===== config.mk =====
export PLATFORM = sky130hd
export DESIGN_NAME = chroma_bbox_tracker
export DESIGN_NICKNAME = d
export VERILOG_FILES = /design/src/rtl/chroma_bbox_tracker.sv
export SDC_FILE = /design/constraint.sdc
export NUM_CORES = 1
export LEC_CHECK = 0
export BUFFER_PORTS_ARGS = -buffer_cell sky130_fd_sc_hd__buf_4
export CAP_MARGIN = 20
export CORE_ASPECT_RATIO = 0.5
export CORE_MARGIN = 1.5
export CORE_UTILIZATION = 36
export CTS_CLUSTER_SIZE = 25
export DETAILED_ROUTE_END_ITERATION = 8
export PLACE_DENSITY_LB_ADDON = 0.3
export REMOVE_ABC_BUFFERS = 1
export SETUP_SLACK_MARGIN = 0.4
export SYNTH_ARGS = -nofsm -noshare
export SYNTH_HDL_FRONTEND = slang
export SYNTH_SLANG_ARGS = --single-unit
export TNS_END_PERCENT = 100

===== constraint.sdc =====
create_clock -name vga_pclk -period 3.8 [get_ports vga_pclk]
set_input_delay 0.19 -clock vga_pclk [delete_from_list [all_inputs] [get_ports vga_pclk]]
set_output_delay 0.19 -clock vga_pclk [all_outputs]
set_load 0.05 [all_outputs]

===== src/rtl/chroma_bbox_tracker.sv =====
// Green-key bounding-box tracker on the VGA pixel stream; publishes one box per frame.
// Optional CHROMA_HIT_COUNT_EN adds a hit_count output with the number of qualified pixels per frame.
module chroma_bbox_tracker #(
   parameter int X_W       = 10,
   parameter int Y_W       = 10,
   parameter int COLOR_W   = 4,
   parameter int G_MARGIN  = 1,
   parameter int RUN_LEN   = 6,
   parameter int ROW_START = 0,
   parameter int ROW_END   = 479
) (
   input  logic               vga_pclk,
   input  logic               reset,
   input  logic               en,
   input  logic               den,
   input  logic [X_W-1:0]     x_pixel,
   input  logic [Y_W-1:0]     y_pixel,
   input  logic [COLOR_W-1:0] reg_r,
   input  logic [COLOR_W-1:0] reg_g,
   input  logic [COLOR_W-1:0] reg_b,
   output logic [X_W-1:0]     bbox_min_x,
   output logic [X_W-1:0]     bbox_max_x,
   output logic [Y_W-1:0]     bbox_min_y,
   output logic [Y_W-1:0]     bbox_max_y,
   output logic               obj_found,
   output logic               frame_done,
`ifdef CHROMA_HIT_COUNT_EN
   output logic [X_W+Y_W-1:0] hit_count,
`endif
   output logic [1:0]         dbg_state
);

   localparam int CW = COLOR_W + 2;

   typedef enum logic [1:0] {
      S_IDLE    = 2'd0,
      S_SCAN    = 2'd1,
      S_PUBLISH = 2'd2
   } state_t;

   state_t r_state;
   state_t w_state_nxt;
   logic   w_clear;
   logic   w_publish;

   logic [CW-1:0] w_r_ext, w_g_ext, w_b_ext;
   logic          w_hit;
   logic          w_ge_start, w_le_end;
   logic          w_scan, w_qhit, w_qual, w_row_chg;
   logic          w_sof, w_eof;
   logic [3:0]    w_cnt_base;
   logic [4:0]    w_cnt_inc;
   logic [X_W-1:0] w_x0;

   logic           r_den_d;
   logic [Y_W-1:0] r_y_d;
   logic [3:0]     r_run_cnt;
   logic [X_W-1:0] r_run_x0;

   logic [X_W-1:0] r_acc_min_x, r_acc_max_x;
   logic [Y_W-1:0] r_acc_min_y, r_acc_max_y;
   logic           r_acc_hit;
   logic [X_W-1:0] w_b_min_x, w_b_max_x;
   logic [Y_W-1:0] w_b_min_y, w_b_max_y;

   logic [X_W-1:0] r_bbox_min_x, r_bbox_max_x;
   logic [Y_W-1:0] r_bbox_min_y, r_bbox_max_y;
   logic           r_obj_found, r_frame_done;

   // Widened compare so r+G_MARGIN and b+G_MARGIN never wrap.
   assign w_r_ext = {2'b00, reg_r};
   assign w_g_ext = {2'b00, reg_g};
   assign w_b_ext = {2'b00, reg_b};
   assign w_hit   = (w_g_ext > (w_r_ext + CW'(G_MARGIN))) &&
                    (w_g_ext >= (w_b_ext + CW'(G_MARGIN))) &&
                    (reg_g != '0);

   if (ROW_START == 0) begin : g_rs_zero
      assign w_ge_start = 1'b1;
   end else begin : g_rs_cmp
      assign w_ge_start = (y_pixel >= Y_W'(ROW_START));
   end
   assign w_le_end = (y_pixel <= Y_W'(ROW_END));

   assign w_scan     = en && den && w_ge_start && w_le_end;
   assign w_qhit     = w_scan && w_hit;
   assign w_row_chg  = r_den_d && (y_pixel != r_y_d);
   assign w_cnt_base = w_row_chg ? 4'd0 : r_run_cnt;
   assign w_cnt_inc  = {1'b0, w_cnt_base} + 5'd1;
   assign w_qual     = w_qhit && (w_cnt_inc >= 5'(RUN_LEN));
   assign w_x0       = (w_cnt_base == 4'd0) ? x_pixel : r_run_x0;

   assign w_sof = den && !r_den_d && (y_pixel == '0);
   assign w_eof = r_den_d && !den && (r_y_d == Y_W'(ROW_END));

   always_ff @(posedge vga_pclk) begin
      if (reset) begin
         r_den_d <= 1'b0;
         r_y_d   <= '0;
      end else begin
         r_den_d <= den;
         if (den) r_y_d <= y_pixel;
      end
   end

   always_ff @(posedge vga_pclk) begin
      if (reset || !en) begin
         r_run_cnt <= 4'd0;
         r_run_x0  <= '0;
      end else if (w_qhit) begin
         r_run_cnt <= (w_cnt_inc >= 5'(RUN_LEN)) ? 4'(RUN_LEN) : w_cnt_inc[3:0];
         if (w_cnt_base == 4'd0) r_run_x0 <= x_pixel;
      end else begin
         r_run_cnt <= 4'd0;
      end
   end

   always_ff @(posedge vga_pclk) begin
      if (reset) r_state <= S_IDLE;
      else       r_state <= w_state_nxt;
   end

   always_comb begin
      w_state_nxt = r_state;
      w_clear     = 1'b0;
      w_publish   = 1'b0;
      if (!en) begin
         w_state_nxt = S_IDLE;
      end else begin
         case (r_state)
            S_IDLE: begin
               if (w_sof) begin
                  w_state_nxt = S_SCAN;
                  w_clear     = 1'b1;
               end
            end
            S_SCAN: begin
               if (w_sof)      w_clear     = 1'b1;
               else if (w_eof) w_state_nxt = S_PUBLISH;
            end
            S_PUBLISH: begin
               w_publish   = 1'b1;
               w_clear     = 1'b1;
               w_state_nxt = S_SCAN;
            end
            default: w_state_nxt = S_IDLE;
         endcase
      end
   end

   // Clear first, then fold in the current pixel, so a qualified pixel on a clearing cycle opens the new frame.
   assign w_b_min_x = w_clear ? '1 : r_acc_min_x;
   assign w_b_max_x = w_clear ? '0 : r_acc_max_x;
   assign w_b_min_y = w_clear ? '1 : r_acc_min_y;
   assign w_b_max_y = w_clear ? '0 : r_acc_max_y;

   always_ff @(posedge vga_pclk) begin
      if (reset) begin
         r_acc_min_x <= '1;
         r_acc_max_x <= '0;
         r_acc_min_y <= '1;
         r_acc_max_y <= '0;
         r_acc_hit   <= 1'b0;
      end else begin
         r_acc_min_x <= (w_qual && (w_x0 < w_b_min_x))    ? w_x0    : w_b_min_x;
         r_acc_max_x <= (w_qual && (x_pixel > w_b_max_x)) ? x_pixel : w_b_max_x;
         r_acc_min_y <= (w_qual && (y_pixel < w_b_min_y)) ? y_pixel : w_b_min_y;
         r_acc_max_y <= (w_qual && (y_pixel > w_b_max_y)) ? y_pixel : w_b_max_y;
         r_acc_hit   <= w_qual || (!w_clear && r_acc_hit);
      end
   end

   always_ff @(posedge vga_pclk) begin
      if (reset) begin
         r_bbox_min_x <= '0;
         r_bbox_max_x <= '0;
         r_bbox_min_y <= '0;
         r_bbox_max_y <= '0;
         r_obj_found  <= 1'b0;
         r_frame_done <= 1'b0;
      end else begin
         r_frame_done <= w_publish;
         if (w_publish) begin
            r_bbox_min_x <= r_acc_hit ? r_acc_min_x : '0;
            r_bbox_max_x <= r_acc_hit ? r_acc_max_x : '0;
            r_bbox_min_y <= r_acc_hit ? r_acc_min_y : '0;
            r_bbox_max_y <= r_acc_hit ? r_acc_max_y : '0;
            r_obj_found  <= r_acc_hit;
         end
      end
   end

`ifdef CHROMA_HIT_COUNT_EN
   logic [X_W+Y_W-1:0] r_acc_cnt, w_b_cnt, r_hit_count;

   assign w_b_cnt = w_clear ? '0 : r_acc_cnt;

   always_ff @(posedge vga_pclk) begin
      if (reset) begin
         r_acc_cnt   <= '0;
         r_hit_count <= '0;
      end else begin
         r_acc_cnt <= (w_qual && (w_b_cnt != '1)) ? w_b_cnt + 1'b1 : w_b_cnt;
         if (w_publish) r_hit_count <= r_acc_cnt;
      end
   end

   assign hit_count = r_hit_count;
`endif

   assign bbox_min_x = r_bbox_min_x;
   assign bbox_max_x = r_bbox_max_x;
   assign bbox_min_y = r_bbox_min_y;
   assign bbox_max_y = r_bbox_max_y;
   assign obj_found  = r_obj_found;
   assign frame_done = r_frame_done;
   assign dbg_state  = r_state;

endmodule


==> summary.md <==
| Metric | Value |
|---|---|
| Status | finished clean |
| Post-route ant nets | 0 |
| Synth cell types | 55 |
| Initial antenna violation count | 0 |
| Leakage power | around 0.0034 uW |
| Via count | about 5400 |
| Share of total power in combinational logic | 0.120 |
| N_diodes | 0 |
| WP data arrival | 3960 ps |
| Critical Path Sink Type | register |
| Final setup viols | 0 |
| Top cells by area, synth | dfxtp_1 (36%), ha_1 (11%), a21oi_1 (5.2%), mux2i_1 (4.9%), nand2_1 (4.9%) |
| Ys Warns | 0 |
| Deepest clock path buffer count | 2 |
| Power share of the sequential group | 0.449 |
| CTS tree | done |
| Starting density of the core | 0.369 |
| Die area | between 15000 and 20000 um2 |
| First-pass GRT wire length | 26.9 mm |
| Sequential element share of the synthesized area | 0.363 |
| CP Class | register to register |
| Post-synth top area share | 0.363 |
| Worst-Skew Late Latency | around 360 ps |
| Sequential Area | roughly 2200 um2 |
| Final non-filler cell total | ~1100 |
| Layout area overhead | 34.5% |
| Max-slew headroom | 0.391 |
| Clk pwr share | 0.432 |
| Worst vdd ir | between 150 and 200 uV |
| Core ar. | 16400 um2 |
| All-layer global routing usage | 0.189 |
| Die W | about 190 um |
| Hold WC Path Type | input port to register |
| Area of the multi-input gates | 4020 um2 |
| Max Clk Rate | approximately 270 MHz |
| Layout Skew | 13.4 ps |
| CTS buffer count | 9 |
| Count leader, synth | dfxtp_1 |
| Fin nets | 914 |
| Hold buffers post-CTS | 0 |
| Max Cap Viol | 0 |
| CP required | approximately 4000 ps |
| Post-Synthesis Cell Area | 6070 um2 |
| RSZ-0062 raised after global routing | yes |
| Die Height | about 95 um |
| IO Pins | 80 |
| Share of cells above drive strength 1 | 0.316 |
| NetSw | 650 uW |
| DRC Markers | 0 |
| Largest net degree at the start of global routing | 61 |
| Post-synth top cells | dfxtp_1 (110), nand2_1 (79), a21oi_1 (63), nand3_1 (55) |
| Gpl congestion | ~0.90 |
| Pwr/cell area | ~320 nW/um2 |
| Global route overflow | 0 |
| DR pass1 iterations | 4 |
| Min Hold Slack | slightly below 100 ps |
| Post-synth ARST share | 0 |
| Clock root buffer master | clkbuf_16 |
| Crit path time final | about 3700 ps |
| Number of enable flip-flop cells after synthesis | 0 |
| Sink Count | 110 |
| Worst-path clk slew | approximately 80 ps |
| Worst slew pin tran | roughly 900 ps |
| Power Internal | approximately 2000 uW |
| Syn Inst Count | 701 |
| Vias in the first global route | between 5000 and 6000 |
| Final Max Slew Viols | 0 |
| CP Launch Type | register |
| H-tree Lvls | 3 |
| CP Max Fanout | 8 |
| Dpl hpwl | between 10 and 15 mm |
| Initial drt markers | 238 |
| Final hold vios | 0 |
| Sw Ratio | 0.249 |
| #FFs+latches synth | 110 |
| Fillers | ~1500 |
| Drt via density | just over 5 |
| Part of the cycle the worst path needs | 0.977 |
| Avg Cell Area, Syn | 8.66 um2 |
| Synth area leader | dfxtp_1 |
| FP Rows | 33 |
| Input/output buffers | between 70 and 80 |
| Prevailing post-synth register cell | dfxtp_1 |
| WL/cell | about 15 um |
| Drt total wl | roughly 16 mm |
| Placed insts | about 1000 |
==> worst max-delay path: stages (launching register included) <==
cell and delay, ps:
dfxtp_2 340, xor2_2 160, nor4_4 310, nand2_2 120
o31ai_4 250, nand2_1 130, ha_2 230, o21ai_4 70
a31oi_4 100, buf_6 190, mux2_4 310, ha_4 220
a21o_1 200, a21oi_2 130, o21ai_1 100, a2111oi_4 250
buf_4 210, mux2i_1 210, nand2b_1 80
==> logic make-up after synthesis <==
logic type | count (synthesis) | synth area share
AOI/OAI and AO/OA | 126 | 0.132
xor gates and xnor gates | 14 | 0.0227
adders and majority gates | 51 | 0.105
buffers and inverters | 58 | 0.0363
DFF | 110 | 0.363
muxes | 49 | 0.0903
other | 1 | 0.000618
and+or+nand+nor | 292 | 0.250
==> area by class of cell <==
| type | count | area share |
|---|---|---|
| inverter | 19 | 0.00904 |
| clock buffer | 9 | 0.0276 |
| tap | 227 | 0.0348 |
| timing repair buffer | 154 | 0.151 |
| clock inverter | 7 | 0.0153 |
| sequential | 110 | 0.270 |
| multi-input combinational | 533 | 0.492 |
==> state kept, by name, summed over array words and instances (netlist names) <==
signal / count
r_den_d: 1
frame_done: 1
r_y_d: 10
dbg_state: 2
bbox_min_x: 10
r_acc_max_x: 10
obj_found: 1
r_run_x0: 10
bbox_max_y: 10
r_acc_hit: 1
r_acc_min_x: 10
r_acc_max_y: 10
bbox_max_x: 10
r_acc_min_y: 10
bbox_min_y: 10
r_run_cnt: 4
==> metrics by stage <==
stage          TNS, ps  setup WS [ps]  cell area [um2]   util  total power (uW)
2_1_floorplan   -19530           -931             5920      -              1330
3_3_place_gp     -3400           -289             7240  0.441              1470
3_5_place_dp     -6170           -435             7240  0.441              1470
4_1_cts              0            180             7960  0.484              2620
5_1_grt          -1280           -131             8160  0.497              2710
6_report             0           89.0             8160  0.497              2610
==> path summary, 6_finish.rpt <==
kind                                                  from                    endpoint  slack (ps)  depth (start not counted)
worst min register to register  bbox_max_y[9]$_SDFFE_PP0P_  bbox_max_y[9]$_SDFFE_PP0P_         450                          2
worst max-delay path                 r_y_d[8]$_SDFFE_PP0P_   r_acc_min_x[7]$_SDFF_PP1_          90                         18
worst min-delay path                            x_pixel[2]    r_run_x0[2]$_SDFFE_PP0P_         100                          3
worst max register to register       r_y_d[8]$_SDFFE_PP0P_   r_acc_min_x[7]$_SDFF_PP1_          90                         18
==> power groups by stage <==
stage / sequential (uW) / clock [uW] / combinational, uW
global route: 1170 / 1200 / 342
CTS: 1170 / 1150 / 299
floorplan: 1200 / 0 / 135
global placement: 1200 / 0 / 269
detailed placement: 1200 / 0 / 276
finish: 1170 / 1130 / 313
==> layer usage <==
metal,track usage,vias to the layer above,part of all wire
met5,0,-,0
met3,0.0372,18,0.026
met4,0.0457,0,0.012
met2,0.331,73,0.47
met1,0.243,2569,0.49
li1,-,2717,-
==> what timing repair did <==
action | in CTS | in global routing
pin swaps | 22 | 27
endpoints found under the setup margin | 40 | 40
setup buffers | 12 | 2
gates resized for setup | 48 | 41
gates cloned | 1 | 1
==> cells in the final DEF, fill, tap and decap left out, types with 6 or more instances in the layout <==
cell type,instances
nand2b_1,23
a21oi_1,50
xor2_2,7
nor3_1,13
a21oi_2,12
o21ai_0,6
o21a_1,7
buf_6,11
nand2_1,78
ha_1,42
mux2_4,15
buf_4,141
o21bai_1,10
clkbuf_16,9
nand3_1,47
nand3_2,7
nor2b_1,18
inv_1,17
dfxtp_1,105
nand4_1,14
a21o_1,15
ha_4,7
nor2_1,50
mux2i_1,30
(Power assumes the default switching activity.)
